<file path="src/rtl/pc_sequencer_if.sv">
// Instruction-memory fetch port of the pc sequencer.
// Master issues req/addr, slave returns ack/rdata.
interface pc_sequencer_if;
  logic        imem_req;
  logic [31:0] imem_addr;
  logic        imem_ack;
  logic [31:0] imem_rdata;

  modport master (
    output imem_req,
    output imem_addr,
    input  imem_ack,
    input  imem_rdata
  );

  modport slave (
    input  imem_req,
    input  imem_addr,
    output imem_ack,
    output imem_rdata
  );
endinterface

</file>
<file path="src/rtl/pc_sequencer.sv">
// Fetch/exec program-counter sequencer (IDLE -> FETCH -> EXEC).
// Define PC_MISALIGN_TRAP_EN to trap misaligned jr targets to TRAP_VEC.
module pc_sequencer #(
  parameter logic [31:0] RESET_PC = 32'h0000_0000,
  parameter logic [31:0] TRAP_VEC = 32'h0000_0080
) (
  input  logic        clk,
  input  logic        rst,
  input  logic        start,
  input  logic        halt,
  pc_sequencer_if.master imem,
  output logic [31:0] instr,
  output logic        instr_valid,
  input  logic        exec_done,
  input  logic        ctrl_jump,
  input  logic        ctrl_jr,
  input  logic        ctrl_branch,
  input  logic        branch_taken,
  input  logic [15:0] imm16,
  input  logic [25:0] addr26,
  input  logic [31:0] rs_val,
  output logic [31:0] pc,
  output logic        busy,
  output logic        trap
);

  localparam logic [1:0] S_IDLE  = 2'd0;
  localparam logic [1:0] S_FETCH = 2'd1;
  localparam logic [1:0] S_EXEC  = 2'd2;

  logic [1:0]  state;
  logic [31:0] pc_plus4;
  logic [31:0] br_off;
  logic [31:0] jmp_tgt;
  logic [31:0] jr_tgt;
  logic        jr_bad;
  logic [31:0] next_pc;
  logic        retire;

  assign retire = (state == S_EXEC) && exec_done;

  assign pc_plus4 = pc + 32'd4;
  assign br_off   = {{14{imm16[15]}}, imm16, 2'b00};
  assign jmp_tgt  = {pc_plus4[31:28], addr26, 2'b00};

`ifdef PC_MISALIGN_TRAP_EN
  assign jr_bad = |rs_val[1:0];
  assign jr_tgt = jr_bad ? TRAP_VEC : rs_val;
`else
  logic unused_cfg;
  assign unused_cfg = ^TRAP_VEC;
  assign jr_bad = 1'b0;
  assign jr_tgt = rs_val & 32'hFFFF_FFFC;
`endif

  always_comb begin
    next_pc = pc_plus4;
    if (ctrl_jr)
      next_pc = jr_tgt;
    else if (ctrl_jump)
      next_pc = jmp_tgt;
    else if (ctrl_branch && branch_taken)
      next_pc = pc_plus4 + br_off;
  end

  always_ff @(posedge clk) begin
    if (rst) begin
      state       <= S_IDLE;
      pc          <= RESET_PC;
      instr       <= 32'h0;
      instr_valid <= 1'b0;
    end else begin
      instr_valid <= 1'b0;
      unique case (state)
        S_IDLE: begin
          if (start)
            state <= S_FETCH;
        end
        S_FETCH: begin
          if (imem.imem_ack) begin
            instr       <= imem.imem_rdata;
            instr_valid <= 1'b1;
            state       <= S_EXEC;
          end
        end
        S_EXEC: begin
          if (exec_done) begin
            pc    <= next_pc;
            state <= halt ? S_IDLE : S_FETCH;
          end
        end
        default: state <= S_IDLE;
      endcase
    end
  end

`ifdef PC_MISALIGN_TRAP_EN
  logic trap_q;

  always_ff @(posedge clk) begin
    if (rst)
      trap_q <= 1'b0;
    else
      trap_q <= retire && ctrl_jr && jr_bad;
  end

  assign trap = trap_q;
`else
  logic unused_ret;
  assign unused_ret = retire ^ jr_bad;
  assign trap = 1'b0;
`endif

  assign imem.imem_req  = (state == S_FETCH);
  assign imem.imem_addr = pc;
  assign busy           = (state != S_IDLE);

endmodule
</file>
<file path="src/flat_wrapper.sv">
// flat-port wrapper written by rule: the top's interface ports become plain ports
module pc_sequencer_flat 
#(
  parameter logic [31:0] RESET_PC = 32'h0000_0000,
  parameter logic [31:0] TRAP_VEC = 32'h0000_0080
)
  (clk, rst, start, halt, instr, instr_valid, exec_done, ctrl_jump, ctrl_jr, ctrl_branch, branch_taken, imm16, addr26, rs_val, pc, busy, trap, imem_imem_req, imem_imem_addr, imem_imem_ack, imem_imem_rdata);
  pc_sequencer_if imem_i ();
  input  logic clk;
  input  logic rst;
  input  logic start;
  input  logic halt;
  output logic [31:0] instr;
  output logic instr_valid;
  input  logic exec_done;
  input  logic ctrl_jump;
  input  logic ctrl_jr;
  input  logic ctrl_branch;
  input  logic branch_taken;
  input  logic [15:0] imm16;
  input  logic [25:0] addr26;
  input  logic [31:0] rs_val;
  output logic [31:0] pc;
  output logic busy;
  output logic trap;
  output wire logic [$bits(imem_i.imem_req)-1:0] imem_imem_req;
  output wire logic [$bits(imem_i.imem_addr)-1:0] imem_imem_addr;
  input wire logic [$bits(imem_i.imem_ack)-1:0] imem_imem_ack;
  input wire logic [$bits(imem_i.imem_rdata)-1:0] imem_imem_rdata;
  assign imem_imem_req = imem_i.imem_req;
  assign imem_imem_addr = imem_i.imem_addr;
  assign imem_i.imem_ack = imem_imem_ack;
  assign imem_i.imem_rdata = imem_imem_rdata;
  pc_sequencer #(.RESET_PC(RESET_PC), .TRAP_VEC(TRAP_VEC)) u_core (.clk(clk), .rst(rst), .start(start), .halt(halt), .imem(imem_i), .instr(instr), .instr_valid(instr_valid), .exec_done(exec_done), .ctrl_jump(ctrl_jump), .ctrl_jr(ctrl_jr), .ctrl_branch(ctrl_branch), .branch_taken(branch_taken), .imm16(imm16), .addr26(addr26), .rs_val(rs_val), .pc(pc), .busy(busy), .trap(trap));
endmodule
</file>
<file path="config.mk">
export PLATFORM = sky130hd
export DESIGN_NAME = pc_sequencer_flat
export DESIGN_NICKNAME = d
export VERILOG_FILES = /design/src/rtl/pc_sequencer_if.sv /design/src/rtl/pc_sequencer.sv /design/src/flat_wrapper.sv
export SDC_FILE = /design/constraint.sdc
export NUM_CORES = 1
export LEC_CHECK = 0
export ABC_AREA = 1
export CELL_PAD_IN_SITES_DETAIL_PLACEMENT = 0
export CELL_PAD_IN_SITES_GLOBAL_PLACEMENT = 2
export CORE_UTILIZATION = 23
export DETAILED_ROUTE_END_ITERATION = 10
export GPL_ROUTABILITY_DRIVEN = 0
export PLACE_DENSITY = 0.78
export SETUP_SLACK_MARGIN = 0.05
export SYNTH_ARGS = -nofsm -noshare
export SYNTH_HDL_FRONTEND = slang
export SYNTH_SLANG_ARGS = --single-unit
</file>
<file path="constraint.sdc">
create_clock -name clk -period 3.66 [get_ports clk]
set_input_delay 1.098 -clock clk [delete_from_list [all_inputs] [get_ports clk]]
set_output_delay 1.098 -clock clk [all_outputs]
set_load 0.02 [all_outputs]
</file>
-- Word-level counts from Yosys, hierarchy flattened
Index checks and enable logic that the tools add are counted.
- flip-flop bits (word level): 67
- input port bits: 116
- output and inout bits: 100
- logic and storage cells: 28
- equality and inequality tests: 5
- $add $sub $neg: 2
- reductions and logical operators: 7
- multiplexer cells: 9
- bitwise operators: 1
- operators with widths (operator ; count):
    $mux W32 ; 3
    $add A32 B3 Y32 const B ; 1
    $add A32 B32 Y32 ; 1
    $mux W2 ; 3
    $pmux W2 S3 ; 1
    $ne A2 B2 Y1 const B ; 2
    $reduce_and A2 Y1 ; 2
    $reduce_and A3 Y1 ; 1
    $eq A2 B1 Y1 const B ; 1
    $eq A2 B2 Y1 const B ; 1
    $logic_not A2 Y1 ; 1
    $mux W1 ; 2
    $ne A2 B1 Y1 const B ; 1
    $reduce_bool A2 Y1 ; 1
    $reduce_or A2 Y1 ; 1
    $logic_and A1 B1 Y1 ; 1
    $not A1 Y1 ; 1

-- Longest topological paths before layout
Gate-level depths: netlist (run 1).
- depth after elaboration: 5
- mapped depth: 24
- depth with buffers taken out: 23

-- Worst setup path before layout (run 1)
No wires, ideal clock.
- path type: register -> register
- from: register u_core.pc[2], in the netlist u_core.imem.imem_addr[2]
- to: register u_core.pc[27], in the netlist u_core.imem.imem_addr[27]
- data arrival time: 2745 ps
- data required time: 3526 ps
- period minus slack after synthesis: 2878 ps
- path buffers: 0
- slack: 782 ps
- cell stages (with the launch flop): 22
- setup time: 134 ps
- path through: dfxtp_1 > ha_1 > nand2_1 > nor2_2 > nand2_4 > inv_2 > nand3_1 > and2_4 > ha_1 > nand2_1 > nor2_1 > inv_1 > nor3_1 > nand2_1 > nand3_1 > nand2_1 > nand3_1 > nand2_1 > nand2_1 > nand2_1 > nand2_1 > a21oi_1
- longest elaborated chain between the ends: 5
- ends and longest elaborated chain (element ; line ; source):
    start: declaration ; pc_sequencer.sv:22 ; output logic [31:0] pc,
    start signal: assignment ; pc_sequencer.sv:88 ; pc <= next_pc;
    $add A32 B3 Y32 * ; pc_sequencer.sv:42 ; assign pc_plus4 = pc + 32'd4;
    $add A32 B32 Y32 ; pc_sequencer.sv:63 ; next_pc = pc_plus4 + br_off;
    $mux W32 * ; pc_sequencer.sv:62 ; else if (ctrl_branch && branch_taken)
    $mux W32 * ; pc_sequencer.sv:60 ; else if (ctrl_jump)
    $mux W32 * ; pc_sequencer.sv:58 ; if (ctrl_jr)
Every way passes the cells marked *; elsewhere a longest branch is shown, timed or not.
A chain may end at the register's enable or synchronous reset.

-- Final worst setup path (run 1)
- from: register u_core.pc[18], in the netlist u_core.imem.imem_addr[18]
- to: register u_core.pc[23], in the netlist u_core.imem.imem_addr[23]
The elaborated chain is that of the path after synthesis.

==> impl_metrics.py, run 1 <==
metrics = {
    "global_route": {
        "grt-ovfl-total": 0,
        "first_global_vias": 7602,
        "grt_usage_pct": 18.35,
        "grt_max_degree": 35,
        "antenna_found_initial": 0,
        "grt_pass1_wl_um": 43170,
    },
    "routing": {
        "first_pass_iters": 5,
        "wl_met2_um": 12640,
        "wl_per_cell_um": 15.99,
        "drtIter0Drc": 435,
        "drcViolationCount": 0,
        "ant_nets": 0,
        "wl_met3_um": 1654,
        "via_count": 7837,
        "wirelength_um": 27970,
        "dr.max_layer_used": "met4",
        "post_drt_via_cell_ratio": 4.481,
        "wl_met1_um": 13280,
    },
    "sta": {
        "worst_slew_pin_slew_ps": 630.5,
        "final_max_slew_viol_count": 0,
        "maxSlewHeadroom_pct": 57.96,
        "fin_crit_sh_pct": 91.71,
        "max_freq_ghz": 0.2979,
        "setup_viol_count_final": 0,
        "fin_tns_setup_ps": 0,
        "hold_viol": 0,
        "finalCriticalPeriod_ps": 3356,
        "holdWs_ps": 459.6,
        "rsz0062_at_grt": "true",
        "finClkSkew_ps": 10.77,
    },
    "floorplan": {
        "rows": 62,
        "die_y_um": 173.2,
        "core_sq_um": 28780,
        "die_width_um": 173.2,
        "dieArea_sq_um": 30010,
        "initial_core_util_pct": 23.43,
        "ios": 216,
    },
    "setup_path": {
        "crit_chain": "nand2_1 -> nor2_1 -> nand2_1 -> nor2_1 -> nand3_1 -> and2_1 -> ha_1 -> nand2_1 -> nor2_1 -> nand2_1 -> nor2_1 -> nand2_1 -> nand3_2 -> nand2_1 -> nand3_1 -> nand2_1 -> o21ai_0 -> nand2_1 -> nand2_1 -> a21oi_1",
        "cp_max_fo": 6,
        "crit_family": "simple AND/OR/NAND/NOR gates",
        "startpoint": "u_core.imem.imem_addr[18]",
        "r2r_start": "u_core.imem.imem_addr[18]",
        "cpMaxStageDelayCell": "dfxtp_1",
        "path_common_cell": "nand2_1",
        "cp.arrival_ps": 3560,
        "cp-endpoint": "u_core.imem.imem_addr[23]",
        "r2r_slack_ps": 300,
        "cpPeakStageDelay_ps": 540,
        "cp-start-kind": "register",
        "endpoint_kind": "register",
        "crit_type": "reg2reg",
        "rr_endpoint": "u_core.imem.imem_addr[23]",
        "path_depth": 20,
        "rr_worst_depth": 20,
        "crit_buf_inv": 0,
        "cp.required_ps": 3860,
    },
    "placed_design": {
        "dpl.hpwl_um": 23020,
        "port_buffers": 208,
    },
    "yosys": {
        "yosys_warnings": 0,
        "synth_top_family_by_area": "simple AND/OR/NAND/NOR gates",
        "synth-adder-area-share_pct": 7.163,
        "netlist_area_sq_um": 6743,
        "synth_cells": 1170,
        "netlist-cell-type-count": 48,
        "avgSynthCellArea_sq_um": 5.763,
        "synth.top_cell.area_share_pct": 20.71,
        "yosys.area_share.simple_pct": 41.97,
        "yosysTopAreaCell": "nand2_1",
        "synth_xor_area_share_pct": 2.561,
        "synth_edf_count": 0,
        "synth_ff_type": "dfxtp_1",
        "yosysSeqAreaShare_pct": 19.30,
        "synth_compound_area_share_pct": 14.33,
        "synthMuxAreaShare_pct": 0,
        "synth_area_leaders": "nand2_1, dfxtp_1, a21oi_1",
        "synthArstFlopShare_pct": 0,
        "synth-seq-cells": 65,
    },
    "clocking": {
        "clock_path_buffers": 2,
        "cts-htree-levels": 3,
        "cts_buffers": 9,
        "clk_pin_slew_ps": 60,
        "clock_latency_ps": 330,
        "cts_tree": "yes",
        "clock-sinks": 65,
        "root_buffer": "clkbuf_16",
    },
    "power": {
        "power.leakage_nw": 4.201,
        "p_per_area_nw_per_um2": 241.4,
        "vdd_ir_drop_max_mv": 0.2505,
    },
    "layout": {
        "nets": 1513,
        "syn2layout_area_growth_pct": 41.38,
        "drive_gt1_share_pct": 8.284,
        "postLayoutCoreUtil_pct": 33.12,
        "nFillCells": 3174,
    },
    "outcome": {
        "status": "finished, final reports clean",
    },
    "worst_hold_path": {
        "hp-class": "reg2reg",
        "hold_start": "u_core.instr[28]",
    },
    "job": {
        "drv_cap": 0,
    },
}
[tightest hold or removal path, stage by stage, from the launching register on]
cell     delay (ps)
dfxtp_1         310
nand2_1          60
a21oi_1          50
[per-layer routing]
layer / vias up / global-route usage (%)
met4: 0 / 3.909
met3: 17 / 3.640
met1: 3534 / 24.71
met2: 191 / 30.17
li1: 4095 / -
met5: - / 0
[flip-flops by register name, summed over array words and instances, names as in the netlist]
name,count
u_core.imem.imem_addr,30
u_core.instr,32
u_core.instr_valid,1
u_core.state,2
[placed cells by master (no fill, tap or decap), drive strengths merged, types with 10 or more instances in the layout]
| cell | Yosys | routed |
|---|---|---|
| nand3 | 112 | 112 |
| buf | 42 | 41 |
| clkbuf | 31 | 10 |
| inv | 137 | 138 |
| xor2 | 11 | 11 |
| clkdlybuf4s50 | 0 | 207 |
| ha | 37 | 37 |
| a21oi | 115 | 115 |
| o21ai | 38 | 38 |
| dfxtp | 65 | 65 |
| nor2 | 117 | 117 |
| nand2 | 381 | 381 |
| or2 | 11 | 11 |
| nand4 | 14 | 14 |
| nor3 | 10 | 10 |
[how the worst min path moves through the flow]
stage,to,slack [ps],cells after the start
2_1_floorplan,u_core.state[1],530,2
3_3_place_gp,u_core.instr[3],450,2
3_5_place_dp,u_core.instr[23],450,2
4_1_cts,u_core.instr[3],460,2
5_1_grt,u_core.instr[3],470,2
6_report,u_core.instr[28],460,2
[through the flow]
stage / cells / instance area, sq um / total power, mW / worst slack (ps)
after floorplan: 1174 / 6758 / 1.120 / 781.7
after global placement: 1732 / 9188 / 1.443 / 35.89
after detailed placement: 1732 / 9188 / 1.441 / 29.28
after CTS: 1748 / 9484 / 2.325 / 181.2
after global routing: 1748 / 9530 / 2.418 / 44.71
final: 1749 / 9533 / 2.301 / 303.6
[power breakdown]
group          internal, mW  switching (mW)
clock                 0.530           0.344
sequential            0.737          0.0264
combinational         0.298           0.366
[cells by family (layout without fill, tap and decap cells)]
logic type	after synthesis	in the layout
other cells	1	6
simple gates	655	655
flops	65	65
buf+inv	214	404
fa+ha+maj	38	38
compound gates	179	179
xor+xnor	18	18
[final cells by class]
class	instances	area, sq um	share of cell area [%]
multi-input cells	895	4516	47.37
repair buffers	248	2402	25.20
flip-flops and latches	65	1310	13.74
inverters	140	525.5	5.513
well taps	384	480.5	5.040
clock buffers	10	229.0	2.402
clock inverters	6	67.56	0.7088
diodes	1	2.502	0.02625
[repair_timing]
item                                   CTS  global route
setup endpoints to repair                0            20
hold buffers                             0             0
endpoints found under the hold margin    0             0
resized for setup                        0            14
buffers inserted                         0             0
[Yosys cell counts, types with 3 or more instances]
master      n
dfxtp_1    65
nand2_2     8
nand3_1   110
buf_4      38
a31oi_1     3
ha_1       37
o21ai_1     3
nor2_1    107
inv_1     135
nor3_2      3
o211ai_1    9
and2_1      5
nand2_1   372
nor2_2      5
a21o_1      7
xor2_1     10
buf_2       3
clkbuf_1   28
a21oi_1   113
xnor2_1     6
nor3_1      7
o21ai_0    35
o21bai_1    4
or2_2      11
clkinv_1    3
nand4_1    13
nor2_4      5
Power figures use the tool's default switching activity.
==> inputs of run 2 (changes only) <==
--- a/config.mk
+++ b/config.mk
@@ -9,6 +9,7 @@
 export CELL_PAD_IN_SITES_DETAIL_PLACEMENT = 0
 export CELL_PAD_IN_SITES_GLOBAL_PLACEMENT = 2
 export CORE_UTILIZATION = 23
+export CTS_CLUSTER_SIZE = 14
 export DETAILED_ROUTE_END_ITERATION = 10
 export GPL_ROUTABILITY_DRIVEN = 0
 export PLACE_DENSITY = 0.78
==> results of run 2 <==
Final layout, timing and power as in run 1 (identical DEF).
==> inputs of run 3 (changes only) <==
--- a/config.mk
+++ b/config.mk
@@ -8,11 +8,12 @@
 export ABC_AREA = 1
 export CELL_PAD_IN_SITES_DETAIL_PLACEMENT = 0
 export CELL_PAD_IN_SITES_GLOBAL_PLACEMENT = 2
-export CORE_UTILIZATION = 23
+export CORE_MARGIN = 10
+export CORE_UTILIZATION = 21
 export CTS_CLUSTER_SIZE = 14
 export DETAILED_ROUTE_END_ITERATION = 10
 export GPL_ROUTABILITY_DRIVEN = 0
-export PLACE_DENSITY = 0.78
+export PLACE_DENSITY = 0.75
 export SETUP_SLACK_MARGIN = 0.05
 export SYNTH_ARGS = -nofsm -noshare
 export SYNTH_HDL_FRONTEND = slang
==> constraint.sdc (replaced) <==
create_clock -name clk -period 2.8 [get_ports clk]
set_input_delay 0.84 -clock clk [delete_from_list [all_inputs] [get_ports clk]]
set_output_delay 0.84 -clock clk [all_outputs]
set_load 0.02 [all_outputs]
==> impl_metrics.py, run 3 (synthesis results as in run 1) <==
metrics = {
    "layout": {
        "syn2layout_area_growth_pct": 87.75,
        "nets": 1704,
        "final_common_cell": "nand2_1",
        "final_cell_mix": "nand2_1, buf_4, clkdlybuf4s50_1",
        "nFillCells": 3326,
        "drive_gt1_share_pct": 38.97,
        "largest_reg_flops": 32,
        "diodes": 0,
        "top_register": "u_core.instr",
    },
    "global_route": {
        "grt-ovfl-total": 0,
        "first_global_vias": 8735,
        "grt_max_degree": 50,
        "grt_pass1_wl_um": 50180,
        "grt_usage_pct": 16.25,
        "antenna_found_initial": 1,
    },
    "sta": {
        "setup_viol_count_final": 15,
        "maxSlewHeadroom_pct": 66.19,
        "fin_crit_sh_pct": 103.8,
        "rsz0062_at_grt": "true",
        "final_max_slew_viol_count": 0,
        "max_freq_ghz": 0.3441,
        "setup_slack_ps": -106.4,
        "worst_slew_pin_slew_ps": 507.2,
        "hold_viol": 0,
        "finalCriticalPeriod_ps": 2906,
        "finClkSkew_ps": 7.420,
        "holdWs_ps": 460.4,
    },
    "power": {
        "power.leakage_nw": 5.493,
        "p_clk_share_pct": 37.7,
        "p_comb_share_pct": 34.0,
        "p_int_mw": 2.393,
        "vdd_ir_drop_max_mv": 0.3080,
        "p_per_area_nw_per_um2": 275.0,
        "p_sw_share_pct": 31.25,
        "p_sw_mw": 1.088,
        "pwr-share-seq_pct": 28.3,
        "finalPower_mw": 3.481,
    },
    "routing": {
        "wl_met1_um": 15440,
        "post_drt_via_cell_ratio": 4.444,
        "wl_met2_um": 15930,
        "wl_met3_um": 1843,
        "via_count": 8696,
        "drtIter0Drc": 402,
        "dr.max_layer_used": "met5",
        "ant_nets": 0,
        "wl_per_cell_um": 17.12,
        "wirelength_um": 33510,
        "first_pass_iters": 5,
        "drcViolationCount": 0,
    },
    "setup_path": {
        "cp_max_fo": 4,
        "crit_chain": "buf_6 -> nand3_4 -> nor2_4 -> inv_2 -> nor3b_2 -> nand2_1 -> nand2_1 -> inv_2 -> ha_4 -> nand2_8 -> nor2_4 -> inv_2 -> nor3_4 -> buf_4 -> buf_4 -> nand4_1 -> nand2_1 -> nand2_1 -> nand3_1 -> nand2_1 -> a21oi_1",
        "r2r_slack_ps": -110,
        "startpoint": "u_core.imem.imem_addr[2]",
        "cp-start-kind": "register",
        "path_common_cell": "nand2_1",
        "cpPeakStageDelay_ps": 370,
        "cpMaxStageDelayCell": "dfxtp_4",
        "endpoint_kind": "register",
        "r2r_start": "u_core.imem.imem_addr[2]",
        "crit_type": "reg2reg",
        "cp.arrival_ps": 3160,
        "cp.required_ps": 3050,
    },
    "floorplan": {
        "die_y_um": 199.2,
        "ios": 216,
        "die_width_um": 199.2,
        "core_sq_um": 31640,
        "rows": 65,
        "initial_core_util_pct": 21.31,
        "dieArea_sq_um": 39670,
    },
    "clocking": {
        "cts_tree": "yes",
        "cts_buffers": 9,
        "clock_latency_ps": 330,
        "clock-sinks": 65,
        "clock_path_buffers": 2,
        "cts_hold_buf": 0,
        "cts-htree-levels": 3,
        "root_buffer": "clkbuf_16",
        "clk_pin_slew_ps": 60,
    },
    "outcome": {
        "status": "finished, violations left",
        "violations": "setup timing",
    },
    "job": {
        "drv_cap": 0,
    },
    "placed_design": {
        "port_buffers": 208,
        "dpl.hpwl_um": 26880,
    },
    "worst_hold_path": {
        "hp-class": "reg2reg",
        "hold_start": "u_core.instr[9]",
    },
}
==> run 3: changes by cell type in the layout (fill, tap and decap cells not counted), moves of 19 or more <==
cell,delta
nor2_4,+19
nand3_1,-26
nor2_2,+23
nand3_2,+24
inv_1,-25
a21oi_2,+24
buf_4,+174
nor2_1,-42
ha_4,+29
nand2_1,-105
nand2_2,+87
inv_2,+23
a21oi_1,-29
ha_1,-30
==> run 3: power by group through the flow <==
stage | Clock [mW] | Combinational [mW] | Sequential (mW)
final | 1.31 | 1.18 | 0.987
after global routing | 1.38 | 1.28 | 0.992
after CTS | 1.35 | 1.07 | 0.988
after detailed placement | 0 | 0.981 | 1.01
after global placement | 0 | 0.983 | 1.01
after floorplan | 0 | 0.412 | 1.05
==> run 3: layout make-up <==
type,instances,area [sq um],share of cell area [%]
multi-input cells,895,6011,47.48
repair buffers,439,3935,31.08
flip-flops and latches,65,1336,10.56
inverters,140,530.5,4.191
well taps,402,503.0,3.973
clock buffers,9,225.2,1.779
clock inverters,7,118.9,0.9389
==> run 3: through the flow <==
stage	setup TNS, ps	cell area [sq um]	cells	worst slack, ps	util [%]
after CTS	-1190	11580	1940	-115.3	36.61
final	-860.1	12660	1957	-106.4	40.02
after detailed placement	-10290	10430	1908	-568.8	32.96
after global routing	-4511	12660	1957	-288.4	40.02
after floorplan	0	6764	1174	67.47	-
after global placement	-9971	10430	1908	-549.0	32.96
==> run 3: metal layers <==
metal / up-vias / track usage (%)
li1: 4466 / -
met4: 2 / 2.600
met2: 176 / 27.02
met1: 4035 / 21.26
met3: 17 / 3.600
met5: - / 0
==> run 3: path summary, 6_finish.rpt <==
check / end / cells after the start
setup / recovery: u_core.imem.imem_addr[29] / 21
hold / removal: u_core.instr[9] / 2
setup reg to reg: u_core.imem.imem_addr[29] / 21
hold reg to reg: u_core.instr[9] / 2
==> run 3: what timing repair did <==
| item | 4_1_cts | 5_1_grt |
|---|---|---|
| pin swaps | 53 | 130 |
| resized for setup | 164 | 244 |
| endpoints found under the setup margin | 25 | 26 |
| setup buffers | 17 | 18 |
==> run 3: worst max-delay path: cells and delay by family (launching register included) <==
kind            cells  cell delay (ps)
compound gates      1              120
fa+ha+maj           1              300
buf+inv             6              550
flops               1              370
simple gates       13             1490
